==> src/rtl/tensor_dot_sched.sv <==
// tensor_dot_sched: schedules one dot-product request at a time onto a LANES-wide FMA array.
// It splits len elements into ceil(len/LANES) issue beats and masks the partial tail beat.
// It waits for every FMA beat to complete, then starts and waits on the lane-reduction tree.
// Finally it holds the tagged result until the consumer takes it.
//
// Ports:
//   clk, reset (async, active-low)
//   req_*   : request handshake (len, tag); req_ready high only when idle
//   fma_*   : issue beats (valid/ready, mask, first, last) and per-beat completion pulse fma_rsp
//   red_*   : reduction start handshake and one-cycle done pulse
//   rsp_*   : result handshake, tag, and empty flag for len==0 requests
//   busy    : not idle;  err : sticky protocol error (stray fma_rsp or red_done)
module tensor_dot_sched #(
  parameter int unsigned LANES = 4,
  parameter int unsigned LEN_W = 8,
  parameter int unsigned TAG_W = 4
) (
  input  logic             clk,
  input  logic             reset,
  input  logic             req_valid,
  output logic             req_ready,
  input  logic [LEN_W-1:0] req_len,
  input  logic [TAG_W-1:0] req_tag,
  output logic             fma_valid,
  input  logic             fma_ready,
  output logic [LANES-1:0] fma_mask,
  output logic             fma_first,
  output logic             fma_last,
  input  logic             fma_rsp,
  output logic             red_valid,
  input  logic             red_ready,
  input  logic             red_done,
  output logic             rsp_valid,
  input  logic             rsp_ready,
  output logic [TAG_W-1:0] rsp_tag,
  output logic             rsp_empty,
  output logic             busy,
  output logic             err
);

  localparam int unsigned LaneBits = $clog2(LANES);

  localparam logic [2:0] S_IDLE     = 3'd0;
  localparam logic [2:0] S_ISSUE    = 3'd1;
  localparam logic [2:0] S_DRAIN    = 3'd2;
  localparam logic [2:0] S_REDUCE   = 3'd3;
  localparam logic [2:0] S_WAIT_RED = 3'd4;
  localparam logic [2:0] S_RESP     = 3'd5;

  logic [2:0]          r_state, w_state_d;
  logic [LEN_W-1:0]    r_beats, r_beat;
  logic [LEN_W:0]      r_out, w_out_d;
  logic [LaneBits-1:0] r_rem;
  logic [TAG_W-1:0]    r_tag;
  logic                r_empty, r_err;

  logic                w_fire, w_rsp_ok, w_rsp_bad, w_last_beat, w_accept;
  logic [LEN_W:0]      w_beats_calc;
  logic [LANES-1:0]    w_beat_mask;

  // Extra MSB keeps the round-up add from overflowing for len near the field maximum.
  assign w_beats_calc = ({1'b0, req_len} + (LEN_W + 1)'(LANES - 1)) >> LaneBits;

  assign w_accept    = (r_state == S_IDLE) && req_valid;
  assign w_fire      = fma_valid && fma_ready;
  assign w_last_beat = (r_beat == r_beats - 1'b1);
  // A completion with nothing outstanding is a protocol error and must not underflow.
  assign w_rsp_ok    = fma_rsp && (r_out != '0);
  assign w_rsp_bad   = fma_rsp && (r_out == '0);

  always_comb begin
    w_out_d = r_out;
    if (w_fire && !w_rsp_ok) begin
      w_out_d = r_out + 1'b1;
    end else if (!w_fire && w_rsp_ok) begin
      w_out_d = r_out - 1'b1;
    end
  end

  // Tail beat enables only the low (len mod LANES) lanes; a zero remainder means a full beat.
  always_comb begin
    w_beat_mask = '1;
    if (w_last_beat && (r_rem != '0)) begin
      for (int i = 0; i < LANES; i++) begin
        w_beat_mask[i] = (i < int'(r_rem));
      end
    end
  end

  always_comb begin
    w_state_d = r_state;
    case (r_state)
      S_IDLE:     if (req_valid) w_state_d = (req_len != '0) ? S_ISSUE : S_RESP;
      S_ISSUE:    if (w_fire && w_last_beat) w_state_d = S_DRAIN;
      S_DRAIN:    if (w_out_d == '0) w_state_d = S_REDUCE;
      S_REDUCE:   if (red_ready) w_state_d = S_WAIT_RED;
      S_WAIT_RED: if (red_done) w_state_d = S_RESP;
      S_RESP:     if (rsp_ready) w_state_d = S_IDLE;
      default:    w_state_d = S_IDLE;
    endcase
  end

  always_ff @(posedge clk or negedge reset) begin
    if (!reset) begin
      r_state <= S_IDLE;
      r_beats <= '0;
      r_beat  <= '0;
      r_out   <= '0;
      r_rem   <= '0;
      r_tag   <= '0;
      r_empty <= 1'b0;
      r_err   <= 1'b0;
    end else begin
      r_state <= w_state_d;
      r_out   <= w_out_d;
      if (w_fire) begin
        r_beat <= r_beat + 1'b1;
      end
      if (w_rsp_bad || (red_done && (r_state != S_WAIT_RED))) begin
        r_err <= 1'b1;
      end
      if (w_accept) begin
        r_tag   <= req_tag;
        r_rem   <= req_len[LaneBits-1:0];
        r_beats <= w_beats_calc[LEN_W-1:0];
        r_beat  <= '0;
        r_out   <= '0;
        r_empty <= (req_len == '0);
      end
    end
  end

  assign req_ready = (r_state == S_IDLE);
  assign busy      = (r_state != S_IDLE);
  assign fma_valid = (r_state == S_ISSUE);
  assign fma_mask  = fma_valid ? w_beat_mask : '0;
  assign fma_first = fma_valid && (r_beat == '0);
  assign fma_last  = fma_valid && w_last_beat;
  assign red_valid = (r_state == S_REDUCE);
  assign rsp_valid = (r_state == S_RESP);
  assign rsp_tag   = rsp_valid ? r_tag : '0;
  assign rsp_empty = rsp_valid && r_empty;
  assign err       = r_err;

endmodule

==> config.mk <==
export PLATFORM = sky130hd
export DESIGN_NAME = tensor_dot_sched
export DESIGN_NICKNAME = d
export VERILOG_FILES = /design/src/rtl/tensor_dot_sched.sv
export SDC_FILE = /design/constraint.sdc
export NUM_CORES = 1
export LEC_CHECK = 0
export CAP_MARGIN = 30
export CORE_ASPECT_RATIO = 0.5
export CORE_UTILIZATION = 40
export CTS_BUF_LIST = sky130_fd_sc_hd__clkbuf_4 sky130_fd_sc_hd__clkbuf_8
export DETAILED_ROUTE_END_ITERATION = 6
export PLACE_DENSITY_LB_ADDON = 0.15
export REMOVE_ABC_BUFFERS = 1
export SLEW_MARGIN = 15
export SYNTH_ARGS = -nofsm -noshare
export SYNTH_HDL_FRONTEND = slang
export SYNTH_SLANG_ARGS = --single-unit
==> constraint.sdc <==
create_clock -name clk -period 7.7 [get_ports clk]
set_input_delay 1.54 -clock clk [delete_from_list [all_inputs] [get_ports clk]]
set_output_delay 1.54 -clock clk [all_outputs]
set_load 0.02 [all_outputs]
==> metrics, run 1 <==
CP max stage cell=or4_4; Die W=111 um; CP Data Required Time=6.16 ns; Post-CTS Setup Repair Bufs=0; Setup violations, final=0; register clock-pin slew on the reported worst setup and hold paths=0.08 ns; die area=0.00622 mm^2; worst-skew pair later-pin latency=0.29 ns; DR vias=2109; YS warnings=0; pre-CTS setup slack=3.11 ns; Core Region=0.00559 mm^2; static leakage=between 1 and 1.5 nW; #FFs+latches synth=35; CTS tree=yes; Final TNS setup=0 ns; CTS Buf Count=5; I/O pins=37; detailed placer's ending HPWL=just under 4 mm; Worst Hold Class=reg2reg; Achievable Freq=204 MHz; Setup WS post-layout=2.79 ns; Final nets=342; routability cong.=0.795; RSZ-0062 raised after global routing=false; Crit Path Category=reg2out; Avg Vias per Cell=5.39; Initial Util=42.2%; antenna-violating nets left=0; largest net degree at the start of global routing=36; Hold-fix buffers, CTS=0; top post-synthesis cells by area=dfrtp_1 (37%), xor2_1 (6.3%), nand2_1 (6.2%), nor2_1 (4.6%), xnor2_1 (3.3%); Post-synth EDFFs=0; Routed WL=between 5 and 6 mm; clock sinks=35; Chip Height=56.3 um; max-cap viol count=0; status=completed; port buffer count=36; n_diodes=0; ys flop type=dfrtp_1; CP Cell Sequence=or4_4 -> or4b_1 -> a21oi_1 -> nor3_1 -> or4_4 -> a21oi_1 -> a21oi_1 -> clkdlybuf4s50_1; max-slew violation count=0; wire per inst=13.7 um; final hold vios=0; CP Capture Type=output port; Setup Skew=between 0.006 and 0.007 ns; CP delay by family, top=simple AND/OR/NAND/NOR gates; Critical Path AT=3.37 ns; PD cells=around 340 mW/mm^2; Cell Area, Synth=approximately 0.0024 mm^2; R2R setup slack=4.95 ns; post-synth top area cell=dfrtp_1; Slew HR=between 40% and 50%; cts repair resizes=0; remaining global-route overflow=0; Buf/Inv on CP=1; gr usage total=18.1%; vias in the first global route=1933; Tmin final=4.91 ns; asr flop ratio synth=100%; Gate Count Post-Synth=285; Distinct cells, synth=51; initial antenna violation count=0; H-tree levels=2; peak supply drop=around 0.13 mV; Seq/Total Area, Yosys=37.2%; period utilization=63.8%; Yosys top cell area share=37.2%; first-pass GRT wire length=roughly 9.1 mm; Slew @ Worst Pin=between 0.7 and 0.8 ns; first-pass iteration count of the detailed router=4; CP max stage delay=roughly 0.58 ns; First DRT Iteration DRCs=between 150 and 200; crit-path max FO=5; Avg Cell Area, Syn=8.26 um^2; root buffer cell=clkbuf_8; layout cells sized above 1=under 10%; site row count=19; Filler Cells Inserted=512; Post-route DRC=0; Clock Path Buffers=2; Area Overhead vs Synth=22.1%; CP dominant cell by count=a21oi_1; CP startpoint kind=flop
==> power by group <==
group | internal [mW] | switching (mW)
Clock | 0.0667 | 0.0678
Combinational | 0.236 | 0.275
Sequential | 0.245 | 0.0863
==> per-stage QoR <==
stage	area [um^2]	power, mW	hold WS [ns]	util, %	instances
2_1_floorplan	2300	0.669	0.438	-	271
3_3_place_gp	2770	0.827	0.451	49.6	382
3_5_place_dp	2790	0.845	0.455	49.9	383
4_1_cts	2880	0.983	0.472	51.5	391
5_1_grt	2880	1.06	0.510	51.5	391
6_report	2880	0.977	0.468	51.5	391
==> routing by layer <==
layer	vias to the layer above	part of all wire, %	routed length, um	global-route usage [%]
met4	0	0.97	52	5.52
li1	1060	-	-	-
met1	1000	47	2530	24.2
met2	41	47	2490	29.4
met3	8	5.0	269	4.43
met5	-	0	0	0
==> worst min-delay path: cells and delay by family (launching register included) <==
kind             cells  cell delay, ns
and+or+nand+nor      2            0.10
DFF                  1            0.34
==> cells by family after synthesis <==
family	count (synthesis)	synth area share (%)
and+or+nand+nor	135	29.8
AOI/OAI and AO/OA	50	14.2
DFF	35	37.2
buffers and inverters	31	5.10
xor gates and xnor gates	26	9.67
adders and majority gates	5	2.66
muxes	3	1.38
==> flip-flops by register name (all words and copies together) (netlist names) <==
name     flops
r_beat       8
r_empty      1
r_tag        4
r_state      3
r_beats      7
err          1
r_out        9
r_rem        2
==> Yosys cell counts (2+ instances only) <==
cell type / count
a21oi_1: 11
nand2_1: 39
a211oi_1: 3
nand3_1: 10
nand4_1: 5
nor3_1: 9
inv_1: 17
or3_1: 4
or4_4: 2
nor2_1: 29
dfrtp_1: 35
and3_1: 9
nand4bb_1: 2
and4b_1: 2
o21ai_0: 13
a311oi_1: 2
o31ai_1: 4
xor2_1: 17
ha_1: 5
clkbuf_1: 13
nor4_1: 4
xnor2_1: 9
a31oi_1: 2
and4_1: 2
nand2b_1: 5
mux2_2: 2
and2_1: 6
==> layout make-up <==
class	instances	area (um^2)	share of cell area, %
Multi-Input combinational cell	219	1370	47.5
Sequential cell	35	876	30.5
Timing Repair Buffer	39	390	13.6
Tap cell	73	91.3	3.18
Clock buffer	6	76.3	2.65
Inverter	17	63.8	2.22
Clock inverter	2	12.5	0.435
==> final timing paths <==
kind                            startpoint           to  cells past startpoint
min in group asynchronous            reset   r_beats[6]                      2
max in group asynchronous            reset     r_out[7]                      2
worst min-delay path              r_tag[0]     r_tag[0]                      2
worst min register to register    r_tag[0]     r_tag[0]                      2
worst max register to register  r_beats[0]   r_state[0]                      7
worst max-delay path            r_beats[0]  fma_mask[1]                      8
==> cells in the final DEF, fill, tap and decap left out, types with 5 or more instances in the layout <==
cell type and count:
nand2_1 39, clkdlybuf4s50_1 36, dfrtp_1 35, nor2_1 29, inv_1 17, xor2_1 17, o21ai_0 13, a21oi_1 11
nand3_1 10, nor3_1 9, xnor2_1 9, and3_1 9, and2_1 6, nand4_1 5, nand2b_1 5, ha_1 5
clkbuf_8 5
No activity file was read; power rests on OpenSTA's default activity.
==> run 2: changes to the inputs <==
==> constraint.sdc (replaced) <==
create_clock -name clk -period 4.3 [get_ports clk]
set_input_delay 0.86 -clock clk [delete_from_list [all_inputs] [get_ports clk]]
set_output_delay 0.86 -clock clk [all_outputs]
set_load 0.02 [all_outputs]
==> run 2 against run 1 <==
Count of clock-buffer cells in the layout stayed put. Sequential share of layout area fell by 0.55 points. Register-to-register slack got worse by 3.4 ns. Critical path depth shrank 1. Non-clock buffer count unchanged. Wire length fell by 0.54%. First-iteration DRC count rose by 9.2%. Global-route usage rose by 0.11 points. Utilization grew 0.94 points. Cell area is 1.8% higher. Total power is 90% higher.
==> metrics, run 2 (synthesized netlist as in run 1, its figures left out) <==
CTS Buf Count=5 (unchanged); Tmin final=4.15 ns; Worst Hold Class=reg2reg (unchanged); peak supply drop=0.248 mV (was 0.133 mV); static leakage=1.30 nW (was 1.26 nW); first-pass iteration count of the detailed router=5 (was 4); CP Data Required Time=3.44 ns (was 6.16 ns); max-slew violation count=0 (unchanged); Setup violations, final=0 (unchanged); max-cap viol count=0 (unchanged); GRT busiest layer=met2 (unchanged); Top Registers=r_out x9, r_beat x8, r_beats x7 (unchanged); Core Region=0.00559 mm^2 (unchanged); Critical Path AT=3.29 ns (was 3.37 ns); remaining global-route overflow=0 (unchanged); CP Cell Sequence=or4_4 -> or4b_1 -> a21oi_1 -> nor3_1 -> or4_4 -> nor2_1 -> clkdlybuf4s50_1 (was or4_4 -> or4b_1 -> a21oi_1 -> nor3_1 -> or4_4 -> a21oi_1 -> a21oi_1 -> clkdlybuf4s50_1); HP Start=r_tag[0] (unchanged); Reg2Reg Capture Point=r_state[0] (unchanged); PD cells=635 mW/mm^2 (was 340 mW/mm^2); die area=0.00622 mm^2 (unchanged); root buffer cell=clkbuf_8 (unchanged); largest net degree at the start of global routing=36 (unchanged); Setup Skew=0.0101 ns (was 0.00683 ns); Tot Pwr=1.86 mW (was 0.977 mW); site row count=19 (unchanged); Crit Path Category=reg2out (unchanged); first-pass GRT wire length=9.18 mm (was 9.09 mm); detailed placer's ending HPWL=3.94 mm (was 3.95 mm); met1 Track Usage GR=25.5% (was 24.2%); CP dominant cell by count=or4_4 (was a21oi_1); Area Overhead vs Synth=24.3% (was 22.1%); Worst R2R Start=r_beats[0] (unchanged); most frequent cells in the layout=nand2_1 (39), dfrtp_1 (35), clkdlybuf4s50_1 (34) (was nand2_1 (39), clkdlybuf4s50_1 (36), dfrtp_1 (35)); Achievable Freq=241 MHz; Avg Vias per Cell=5.34 (was 5.39); status=completed (unchanged); clock sinks=35 (unchanged); CP Capture Type=output port (unchanged); hold depth=2 (unchanged); layout cells sized above 1=6.29% (unchanged); DR vias=2086 (was 2109); met3 Usage GRT=3.89% (was 4.43%); RSZ-0062 raised after global routing=false (unchanged); wire per inst=13.6 um (was 13.7 um); vias in the first global route=1931 (was 1933); Hold EP=r_tag[0] (unchanged); CTS tree=yes (unchanged); Slew @ Worst Pin=0.714 ns (was 0.755 ns); CP startpoint kind=flop (unchanged); final core occ=52.4% (was 51.5%); Routed WL=5.31 mm (was 5.34 mm); I/O pins=37 (unchanged); final hold vios=0 (unchanged); register clock-pin slew on the reported worst setup and hold paths=0.07 ns (was 0.08 ns); Post-CTS Setup Repair Bufs=0 (unchanged); Finished Cell Area=0.00293 mm^2 (was 0.00288 mm^2); Final TNS setup=0 ns (unchanged); met2 Usage GRT=29.5% (was 29.4%); Final nets=342 (unchanged); cts repair resizes=0 (unchanged); Post-route DRC=0 (unchanged); crit-path max FO=5 (unchanged); CP max stage delay=0.61 ns (was 0.58 ns); Chip Height=56.3 um (unchanged); CP max stage cell=clkdlybuf4s50_1 (was or4_4); max reg flops=9 (unchanged); routability cong.=0.794 (was 0.795); Initial Util=42.2% (unchanged); Filler Cells Inserted=504 (was 512); Slew HR=52.0% (was 49.3%); commonest non-fill, non-tap cell in the layout=nand2_1 (unchanged); n_diodes=0 (unchanged); initial antenna violation count=0 (unchanged); First DRT Iteration DRCs=166 (was 152); largest register by flop count=r_out (unchanged); gr usage total=18.2% (was 18.1%); antenna-violating nets left=0 (unchanged); final hold slack=0.472 ns (was 0.468 ns); Hold-fix buffers, CTS=0 (unchanged); dpl cell area=0.00279 mm^2 (unchanged); H-tree levels=2 (unchanged); cell count of the worst reg-to-reg path=7 (unchanged); R2R setup slack=1.57 ns (was 4.95 ns); period utilization=96.4%; port buffer count=36 (unchanged); Die W=111 um (unchanged); worst-skew pair later-pin latency=0.28 ns (was 0.29 ns); Clock Path Buffers=2 (unchanged)
## run 2: per-layer routing
layer | vias to the layer above | wire [um]
li1 | 1061 | -
met1 | 993 | 2620
met2 | 30 | 2470
met3 | 2 | 197
met4 | 0 | 24
met5 | - | 0
## run 2: worst max path at each step
stage / start / to / cells past startpoint
detailed placement: r_beats[0] / fma_mask[1] / 8
global placement: r_beats[0] / fma_mask[1] / 8
global route: r_beats[0] / fma_last / 7
CTS: r_beats[0] / fma_mask[1] / 8
floorplan: r_beats[0] / fma_mask[1] / 7
finish: r_beats[0] / fma_last / 7
## run 2: per-stage QoR
stage	worst slack (ns)	std cells
final	0.154	391
after global routing	0.0166	391
after CTS	0.0706	391
after detailed placement	0.398	383
after global placement	0.418	382
after floorplan	0.933	271
## run 2: final cells by class
type                       count  area, um^2  area share [%]
timing repair buffer          39         395            13.5
clock buffer                   6        76.3            2.61
tap                           73        91.3            3.12
inverter                      17        63.8            2.18
multi-input combinational    219        1370            46.6
sequential                    35         876            29.9
clock inverter                 2        60.1            2.05
## run 2: where the power goes
| part | switching, mW | internal (mW) | total [mW] |
|---|---|---|---|
| combinational | 0.489 | 0.419 | 0.908 |
| clock | 0.119 | 0.238 | 0.357 |
| sequential | 0.156 | 0.439 | 0.595 |
## run 2: critical path: cells and delay by family, from the launching register on
kind | cells | cell delay (ns)
buffers and inverters | 1 | 0.61
AO/OA/AOI/OAI | 1 | 0.15
AND/OR/NAND/NOR | 5 | 1.83
flip-flops | 1 | 0.41
